$ cat config.mk
export PLATFORM = sky130hd
export DESIGN_NAME = instruction_fetch
export DESIGN_NICKNAME = d
export VERILOG_FILES = /design/src/rtl/fetch_pkg.sv /design/src/rtl/fetch_ctrl.sv /design/src/rtl/instruction_fetch.sv
export SDC_FILE = /design/constraint.sdc
export NUM_CORES = 1
export LEC_CHECK = 0
export BUFFER_PORTS_ARGS = -buffer_cell sky130_fd_sc_hd__buf_2
export CAP_MARGIN = 20
export CORE_AREA = 8 8 106 180
export CTS_CLUSTER_SIZE = 8
export DETAILED_ROUTE_END_ITERATION = 10
export DIE_AREA = 0 0 114 188
export GPL_TIMING_DRIVEN = 0
export PLACE_DENSITY = 0.64
export SLEW_MARGIN = 10
export SYNTH_ARGS = -nofsm -noshare
export SYNTH_HDL_FRONTEND = slang
export SYNTH_HIERARCHICAL = 1
export SYNTH_SLANG_ARGS = --single-unit
$ cat constraint.sdc
create_clock -name clk -period 5 [get_ports clk]
set_clock_uncertainty 0.2 [all_clocks]
set_input_delay 0.5 -clock clk [delete_from_list [all_inputs] [get_ports clk]]
set_output_delay 0.5 -clock clk [all_outputs]
set_load 0.05 [all_outputs]
$ cat src/rtl/fetch_pkg.sv
// Shared definitions for the MIPS fetch stage: run-control state encodings,
// the NOP word and the default instruction-memory depth.
package fetch_pkg;

    typedef enum logic [1:0] {
        ST_IDLE  = 2'd0,
        ST_RUN   = 2'd1,
        ST_PAUSE = 2'd2,
        ST_DONE  = 2'd3
    } fetch_state_e;

    localparam logic [31:0] NOP_INSTR      = 32'h0000_0000;
    localparam int          IMEM_WORDS_DEF = 32;

endpackage

$ cat src/rtl/fetch_ctrl.sv
// Fetch-stage control: resolves redirect > stall > run-control action each
// cycle and decides whether the IF/ID register issues, bubbles or holds.
module fetch_ctrl
    import fetch_pkg::*;
#(
    parameter int IMEM_WORDS = IMEM_WORDS_DEF,
    parameter int PC_W       = 32
) (
    input  fetch_state_e    state,
    input  logic [PC_W-1:0] pc,
    input  logic            stall,
    input  logic            redirect,
    input  logic [PC_W-1:0] redirect_pc,
    input  logic            dbg_run,
    input  logic            dbg_step,
    input  logic            dbg_pause,
    output logic            issue,
    output logic            bubble,
    output logic            hold,
    output logic            load_redirect,
    output fetch_state_e    next_state
);

    logic w_last;
    logic w_target_oob;

    assign w_last       = (pc == PC_W'(IMEM_WORDS - 1));
    assign w_target_oob = (redirect_pc >= PC_W'(IMEM_WORDS));

    always_comb begin
        issue         = 1'b0;
        bubble        = 1'b0;
        hold          = 1'b0;
        load_redirect = 1'b0;
        next_state    = state;

        if (redirect && state != ST_IDLE) begin
            load_redirect = 1'b1;
            bubble        = 1'b1;
            if (w_target_oob)
                next_state = ST_DONE;
            else if (state == ST_DONE)
                next_state = ST_RUN;
        end else if (stall) begin
            // debug pulses arriving here are intentionally lost
            hold = 1'b1;
        end else begin
            unique case (state)
                ST_IDLE, ST_PAUSE: begin
                    if (dbg_pause) begin
                        bubble = 1'b1;
                    end else if (dbg_step) begin
                        issue      = 1'b1;
                        next_state = w_last ? ST_DONE : ST_PAUSE;
                    end else if (dbg_run) begin
                        bubble     = 1'b1;
                        next_state = ST_RUN;
                    end else begin
                        bubble = 1'b1;
                    end
                end
                ST_RUN: begin
                    if (dbg_pause) begin
                        bubble     = 1'b1;
                        next_state = ST_PAUSE;
                    end else begin
                        issue = 1'b1;
                        if (w_last)
                            next_state = ST_DONE;
                    end
                end
                default: begin
                    bubble = 1'b1;
                end
            endcase
        end
    end

endmodule

$ cat src/rtl/instruction_fetch.sv
// MIPS fetch stage: owns the PC, the IF/ID pipeline register and the issue
// counter; all sequencing decisions come from fetch_ctrl.
module instruction_fetch
    import fetch_pkg::*;
#(
    parameter int IMEM_WORDS = IMEM_WORDS_DEF,
    parameter int PC_W       = 32
) (
    input  logic            clk,
    input  logic            rst,
    input  logic [31:0]     instr_in,
    input  logic            stall,
    input  logic            redirect,
    input  logic [PC_W-1:0] redirect_pc,
    input  logic            dbg_run,
    input  logic            dbg_step,
    input  logic            dbg_pause,
    output logic [PC_W-1:0] pc_out,
    output logic [31:0]     if_id_instr,
    output logic [PC_W-1:0] if_id_pc1,
    output logic            if_id_valid,
    output logic [1:0]      state_out,
    output logic [31:0]     fetch_count
);

    fetch_state_e    r_state;
    fetch_state_e    w_next_state;
    logic [PC_W-1:0] r_pc;
    logic [31:0]     r_instr;
    logic [PC_W-1:0] r_pc1;
    logic            r_valid;
    logic [31:0]     r_count;
    logic            w_issue;
    logic            w_bubble;
    logic            w_hold;
    logic            w_load_redirect;

    fetch_ctrl #(
        .IMEM_WORDS (IMEM_WORDS),
        .PC_W       (PC_W)
    ) u_ctrl (
        .state         (r_state),
        .pc            (r_pc),
        .stall         (stall),
        .redirect      (redirect),
        .redirect_pc   (redirect_pc),
        .dbg_run       (dbg_run),
        .dbg_step      (dbg_step),
        .dbg_pause     (dbg_pause),
        .issue         (w_issue),
        .bubble        (w_bubble),
        .hold          (w_hold),
        .load_redirect (w_load_redirect),
        .next_state    (w_next_state)
    );

    always_ff @(posedge clk or negedge rst) begin
        if (!rst) begin
            r_state <= ST_IDLE;
            r_pc    <= '0;
            r_instr <= NOP_INSTR;
            r_pc1   <= '0;
            r_valid <= 1'b0;
            r_count <= '0;
        end else if (!w_hold) begin
            r_state <= w_next_state;
            if (w_issue) begin
                r_instr <= instr_in;
                r_valid <= 1'b1;
                r_pc1   <= r_pc + PC_W'(1);
                r_pc    <= r_pc + PC_W'(1);
                r_count <= r_count + 32'd1;
            end
            if (w_bubble) begin
                r_instr <= NOP_INSTR;
                r_valid <= 1'b0;
                r_pc1   <= '0;
            end
            if (w_load_redirect)
                r_pc <= redirect_pc;
        end
    end

    assign pc_out      = r_pc;
    assign if_id_instr = r_instr;
    assign if_id_pc1   = r_pc1;
    assign if_id_valid = r_valid;
    assign state_out   = r_state;
    assign fetch_count = r_count;

endmodule
==> results of run 1 <==
## cell usage after synthesis, types with 7 or more instances
library cell	count	area, um^2
a21oi_1	25	125
nor4_1	16	100
nand4_1	24	150
xnor2_1	35	307
and3_1	11	68.8
clkbuf_1	39	146
xor2_1	25	219
and2_1	7	43.8
o21ai_0	57	285
nor2_1	35	131
nor3_1	12	60.1
dfrtp_1	131	3280
nand3_1	24	120
a2bb2oi_1	7	61.3
o22ai_1	10	62.6
nand2_1	77	289
a22o_1	34	298
inv_1	7	26.3
## sequential cells by signal, indices dropped and copies added (netlist names)
signal	flops
if_id_instr	32
fetch_count	32
pc_out	32
if_id_pc1	32
state_out	2
if_id_valid	1
## worst max-delay path, delay by kind of cell (launching register included)
kind	cells	cell delay [ns]
xor gates and xnor gates	1	0.16
and+or+nand+nor	7	1.75
AOI/OAI and AO/OA	1	0.04
buffers and inverters	3	0.97
DFF	1	0.41
## per-layer routing
layer / share of wire [%] / track usage, %
met3: 5.4 / 4.44
met2: 52 / 36.6
met4: 4.7 / 13.4
met1: 38 / 21.8
met5: 0 / 0
## power groups by stage
stage	clock network, uW	registers, uW	logic (uW)
finish	1290	1430	1400
floorplan	0	1860	519
CTS	1320	1420	1400
global route	1360	1450	1500
detailed placement	0	1440	1400
global placement	0	1430	1390
## what timing repair did
item | 4_1_cts | 5_1_grt
hold endpoints to repair | 70 | 0
hold buffers | 1 | 0
gates resized for setup | 0 | 0
## stage by stage
stage / hold WS [ns] / utilization, % / instances / cell area, um^2
after global placement: 0.259 / 46.3 / 1089 / 7740
after detailed placement: 0.264 / 46.5 / 1090 / 7780
after CTS: 0.0725 / 50.3 / 1123 / 8400
after global routing: 0.0837 / 50.3 / 1126 / 8410
after floorplan: 0.00441 / - / 662 / 6460
final: 0.0927 / 50.3 / 1126 / 8410
## final timing paths
| kind | start | end | slack (ns) |
|---|---|---|---|
| max in group asynchronous | rst | if_id_pc1[24] | 3.39 |
| worst max-delay path | state_out[1] | fetch_count[31] | 1.34 |
| min in group asynchronous | rst | fetch_count[25] | 0.47 |
| worst min register to register | if_id_pc1[9] | if_id_pc1[9] | 0.27 |
| worst max register to register | state_out[1] | fetch_count[31] | 1.34 |
| worst min-delay path | instr_in[19] | if_id_instr[19] | 0.09 |
## logic make-up (layout without fill, tap and decap cells)
logic type,Yosys count,count (layout)
simple gates,239,239
compound gates,172,172
flops,131,131
xor+xnor,60,60
buf+inv,53,288
mux,5,5
fa+ha+maj,2,2
other cells,0,2
## cell type report
class                   instances  area, um^2
fillers                      1659        8300
flip-flops and latches        131        3280
multi-input cells             478        2980
repair buffers                203        1050
clock buffers                  19         453
well taps                     227         284
plain buffers                  46         178
clock inverters                13         159
inverters                       7        26.3
diodes                          2        5.00
==> flow_summary.toml, run 1 <==
[outcome]
run_status = "finished clean"

[sta]
final.setup.worst_slack_ns = 1.34
min_period_ns = 3.66
max_freq_mhz = 273
hold_viol = 0
slew_headroom_pct = 34.2
setup_tns_ns = 0
setup_viol = 0
drv_slew = 0
period_share_pct = 73.2
rsz0062_at_grt = "false"
worst_pin_slew_ns = 0.980

[pwr]
seqPwrFrac_pct = 34.6
p_leak_uw = 0.00401
powerDensity_nw_per_um2 = 490
ir_drop_mv = 0.195
p_total_uw = 4120
internal_power_uw = 2390
swShare_pct = 42.1
p_switching_uw = 1740
p_comb_share_pct = 34.0
clkPwrFrac_pct = 31.4

[routing]
ant_nets = 0
vias = 6098
via_per_inst = 5.42
drc = 0
dr.pass1.iters = 5
drtIter0Drc = 432
wirelength_um = 22100
wl_per_cell_um = 19.6

[critical_path]
endpoint_kind = "register"
slowest_stage = "nor4_2"
arrival_ns = 3.76
reg2reg_depth = 12
cp_max_fo = 10
crit_chain = "clkbuf_1 > nand2_1 > and3b_1 > a21oi_1 > nor3_1 > clkbuf_1 > nor2b_1 > clkbuf_1 > nand4_1 > nor4_2 > nand4_1 > xnor2_1"
crit_required_ns = 5.10
max_stage_delay_ns = 0.47
cp-start-kind = "register"
cpMostUsedCell = "clkbuf_1"
crit_type = "reg -> reg"

[yosys]
synth_edf_count = 0
synthArstFlopShare_pct = 100
synth_compound_area_share_pct = 17.6
syn_inst = 662
synth_nets = 735
yosys.area_share.simple_pct = 19.2
synth_fa_ha_area_share_pct = 0.387
ys.warnings.count = 6
syn_area_per_cell_um2 = 9.76
ys_types = 53
synth_area_um2 = 6460
yosysSeqAreaShare_pct = 50.8
ys_ff_latch = 131
synth_top_family_by_area = "simple AND/OR/NAND/NOR gates"
dominantRegCellSynth = "dfrtp_1"
synthXorXnorAreaFrac_pct = 8.14
muxShareOfSynthArea_pct = 0.814

[clock_tree]
post_cts.repair.setup_buffers = 0
clk_pin_slew_ns = 0.06
cts.sinks = 131
clk_latency_ns = 0.43
ctsRootBufferMaster = "clkbuf_16"
cts_max_level = 4
cts_tree = "done"
clk_path_buf_depth = 2
cts_made_buffers = 17

[cells_and_area]
final_common_cell = "buf_2"
area_delta_synth_final_pct = 30.2
layout-drive-gt1-share_pct = 27.8
nNetsFinal = 957
layout_common_cells = "203 x buf_2, 131 x dfrtp_1, 77 x nand2_1"

[worst_hold_path]
min_path_cells = 2
holdCritPathClass = "in -> reg"

[floorplanning]
die_h_um = 188
core_um2 = 16700
fp-row-count = 63
io_pins = 202
start_util_pct = 38.6
die_area_um2 = 21400
die_w_um = 114

[global_route]
grt_pass1_wl_um = 34600
overflow = 0
grt_use_total_pct = 20.8
grt_max_degree = 72
grt_pass1_vias = 6302
antenna_found_initial = 2

[placement]
place_congestion = 0.930
port_buffers = 200
post-dp-hpwl_um = 16800
pre_cts_ws_ns = 1.05

[flow_run]
cap_violations = 0
Note: power is estimated with default switching activity, not from simulation.
==> inputs of run 2 (changes only) <==
ABC_AREA = 1   (was not set)
CORE_AREA = 8 8 111 189   (was 8 8 106 180)
DIE_AREA = 0 0 119 197   (was 0 0 114 188)
PLACE_DENSITY = 0.65   (was 0.64)
clock period = 3 ns   (was 5 ns; I/O delays follow)
==> run 2 against run 1 <==
Power increased by 92%; via count increased by 19%; synthesized cell count increased by 47%; utilization increased by 0.96 points; hold slack got worse by 0.070 ns; combinational power increased by 140%; area after synthesis increased by 11%; critical path depth decreased by 4; final area increased by 12%; final cell count increased by 32%; sequential power increased by 83%; largest cell class is now multi-input combinational cells; highest routed layer unchanged.
==> flow_summary.toml, run 2 <==
[cells_and_area]
utilization_pct = 51.3
layout_common_cells = "360 x nand2_1, 212 x buf_2, 150 x nor2_1"
area_delta_synth_final_pct = 31.7
final_common_cell = "nand2_1"
nNetsFinal = 1305
layout-drive-gt1-share_pct = 22.7
fillers = 1862
diodes = 0

[routing]
drc = 0
vias = 7259
ant_nets = 0
wl_per_cell_um = 17.1
wirelength_um = 25400
dr.pass1.iters = 5
via_per_inst = 4.89
drtIter0Drc = 471

[yosys]
yosysSeqAreaShare_pct = 45.7
syn_area_per_cell_um2 = 7.38
synth_area_leaders = "dfrtp_1 46%, nand2_1 19%, nor2_1 7.9%"
synthTopCellsByCount = "360 x nand2_1, 150 x nor2_1, 131 x dfrtp_1"
yosysMostFrequentCell = "nand2_1"
syn_inst = 972
synth_top_area_share_pct = 45.7
dominantRegCellSynth = "dfrtp_1"
ys.warnings.count = 6
ys_ff_latch = 131
synth_area_um2 = 7170
ys_types = 36
synthArstFlopShare_pct = 100
yosysTopAreaCell = "dfrtp_1"
synth_edf_count = 0
synth_nets = 1045

[floorplanning]
start_util_pct = 38.9
die_w_um = 119
io_pins = 202
core_um2 = 18400
die_h_um = 197
fp-row-count = 66
die_area_um2 = 23400

[global_route]
grt_pass1_vias = 7558
grt_max_degree = 79
grt_pass1_wl_um = 40300
overflow = 0
grt_use_total_pct = 22.1
antenna_found_initial = 0

[clock_tree]
cts_tree = "done"
cts_max_level = 4
cts.sinks = 131
clk_path_buf_depth = 2
clk_pin_slew_ns = 0.06
clk_latency_ns = 0.42
cts_made_buffers = 17
ctsRootBufferMaster = "clkbuf_16"
post_cts.repair.setup_buffers = 0

[flow_run]
cap_violations = 0

[pwr]
p_leak_uw = 0.00508
p_total_uw = 7930
seqPwrFrac_pct = 32.9
powerDensity_nw_per_um2 = 840
clkPwrFrac_pct = 24.3
p_switching_uw = 3840
swShare_pct = 48.3
internal_power_uw = 4100
p_comb_share_pct = 42.8
ir_drop_mv = 0.550

[sta]
worst_pin_slew_ns = 0.670
max_freq_mhz = 370
drv_slew = 0
setup_viol = 0
rsz0062_at_grt = "false"
slew_headroom_pct = 55.3
hold_ws_ns = 0.0227
period_share_pct = 90.1
hold_viol = 0
min_period_ns = 2.70

[placement]
place_congestion = 0.964
post-dp-hpwl_um = 19700
port_buffers = 201

[critical_path]
crit_required_ns = 3.11
endpoint_kind = "register"
cp-start-kind = "register"
arrival_ns = 2.82
crit_type = "reg -> reg"
cp_max_fo = 10
reg2reg_slack_ns = 0.30

[worst_hold_path]
holdCritPathClass = "in -> reg"

[outcome]
run_status = "finished clean"
run 2: changes by cell type after synthesis, sizes merged, moves of 10 or more:
| cell | previous run | this run |
|---|---|---|
| nor4 | 19 | 0 |
| clkbuf | 39 | 13 |
| nor2 | 37 | 168 |
| nand3 | 24 | 39 |
| xnor2 | 35 | 14 |
| xor2 | 25 | 15 |
| inv | 7 | 87 |
| o21ai | 58 | 31 |
| and3 | 11 | 0 |
| nand4 | 24 | 8 |
| nand2 | 77 | 367 |
run 2: power groups by stage:
stage               sequential (uW)  combinational (uW)  clock [uW]
floorplan                      3610                1310           0
global placement               2610                3340           0
detailed placement             2630                3360           0
CTS                            2600                3410        1980
global route                   2660                3690        2040
finish                         2610                3390        1930
run 2: area by class of cell:
type | count | area, um^2 | area share [%]
Clock buffer | 22 | 454 | 4.81
Sequential cell | 131 | 3280 | 34.7
Multi-Input combinational cell | 727 | 3450 | 36.5
Buffer | 26 | 116 | 1.23
Inverter | 88 | 330 | 3.50
Tap cell | 238 | 298 | 3.15
Clock inverter | 10 | 85.1 | 0.901
Timing Repair Buffer | 241 | 1430 | 15.1
run 2: worst max-delay path, cell delays in order, from the launching register on:
cell and delay [ns]:
dfrtp_1 0.47, o21ai_2 0.26, inv_2 0.09, clkbuf_1 0.22, o21ai_2 0.54, clkbuf_1 0.57
nor2_1 0.10, nand2_1 0.10, nand2_1 0.05
run 2: worst paths after layout:
check	startpoint	to	cells past startpoint
worst max-delay path	state_out[0]	pc_out[27]	8
worst min-delay path	redirect_pc[22]	pc_out[22]	5
worst max register to register	state_out[0]	pc_out[27]	8
worst min register to register	if_id_pc1[30]	if_id_pc1[30]	2
max in group asynchronous	rst	if_id_pc1[13]	3
min in group asynchronous	rst	if_id_instr[17]	2
run 2: cells by family (layout without fill, tap and decap cells):
kind of cell | after synthesis | count (layout) | share of synthesized area [%]
adders and majority gates | 2 | 2 | 0.349
xor gates and xnor gates | 29 | 29 | 3.65
DFF | 131 | 131 | 45.7
and+or+nand+nor | 601 | 601 | 35.3
buffers and inverters | 114 | 387 | 6.23
AOI/OAI and AO/OA | 95 | 95 | 8.76
run 2: timing repair:
item	4_1_cts	5_1_grt
gates resized for setup	0	1
setup endpoints to repair	0	45
hold endpoints to repair	91	0
hold buffers	39	0
run 2: per-layer routing:
metal | track usage, % | vias to the layer above | share of wire (%)
met2 | 41.6 | 227 | 55
li1 | - | 3581 | -
met5 | 0 | - | 0
met4 | 12.6 | 0 | 5.0
met1 | 21.7 | 3394 | 35
met3 | 4.61 | 57 | 4.6
run 2: metrics by stage:
stage | TNS (ns) | std cells | cell area, um^2 | setup slack [ns]
finish | 0 | 1483 | 9440 | 0.296
global route | 0 | 1483 | 9440 | 0.0922
CTS | 0 | 1483 | 9440 | 0.0332
detailed placement | 0 | 1412 | 8510 | 0.0509
global placement | -62.98 | 1411 | 8470 | -0.496
floorplan | 0 | 972 | 7170 | 0.282
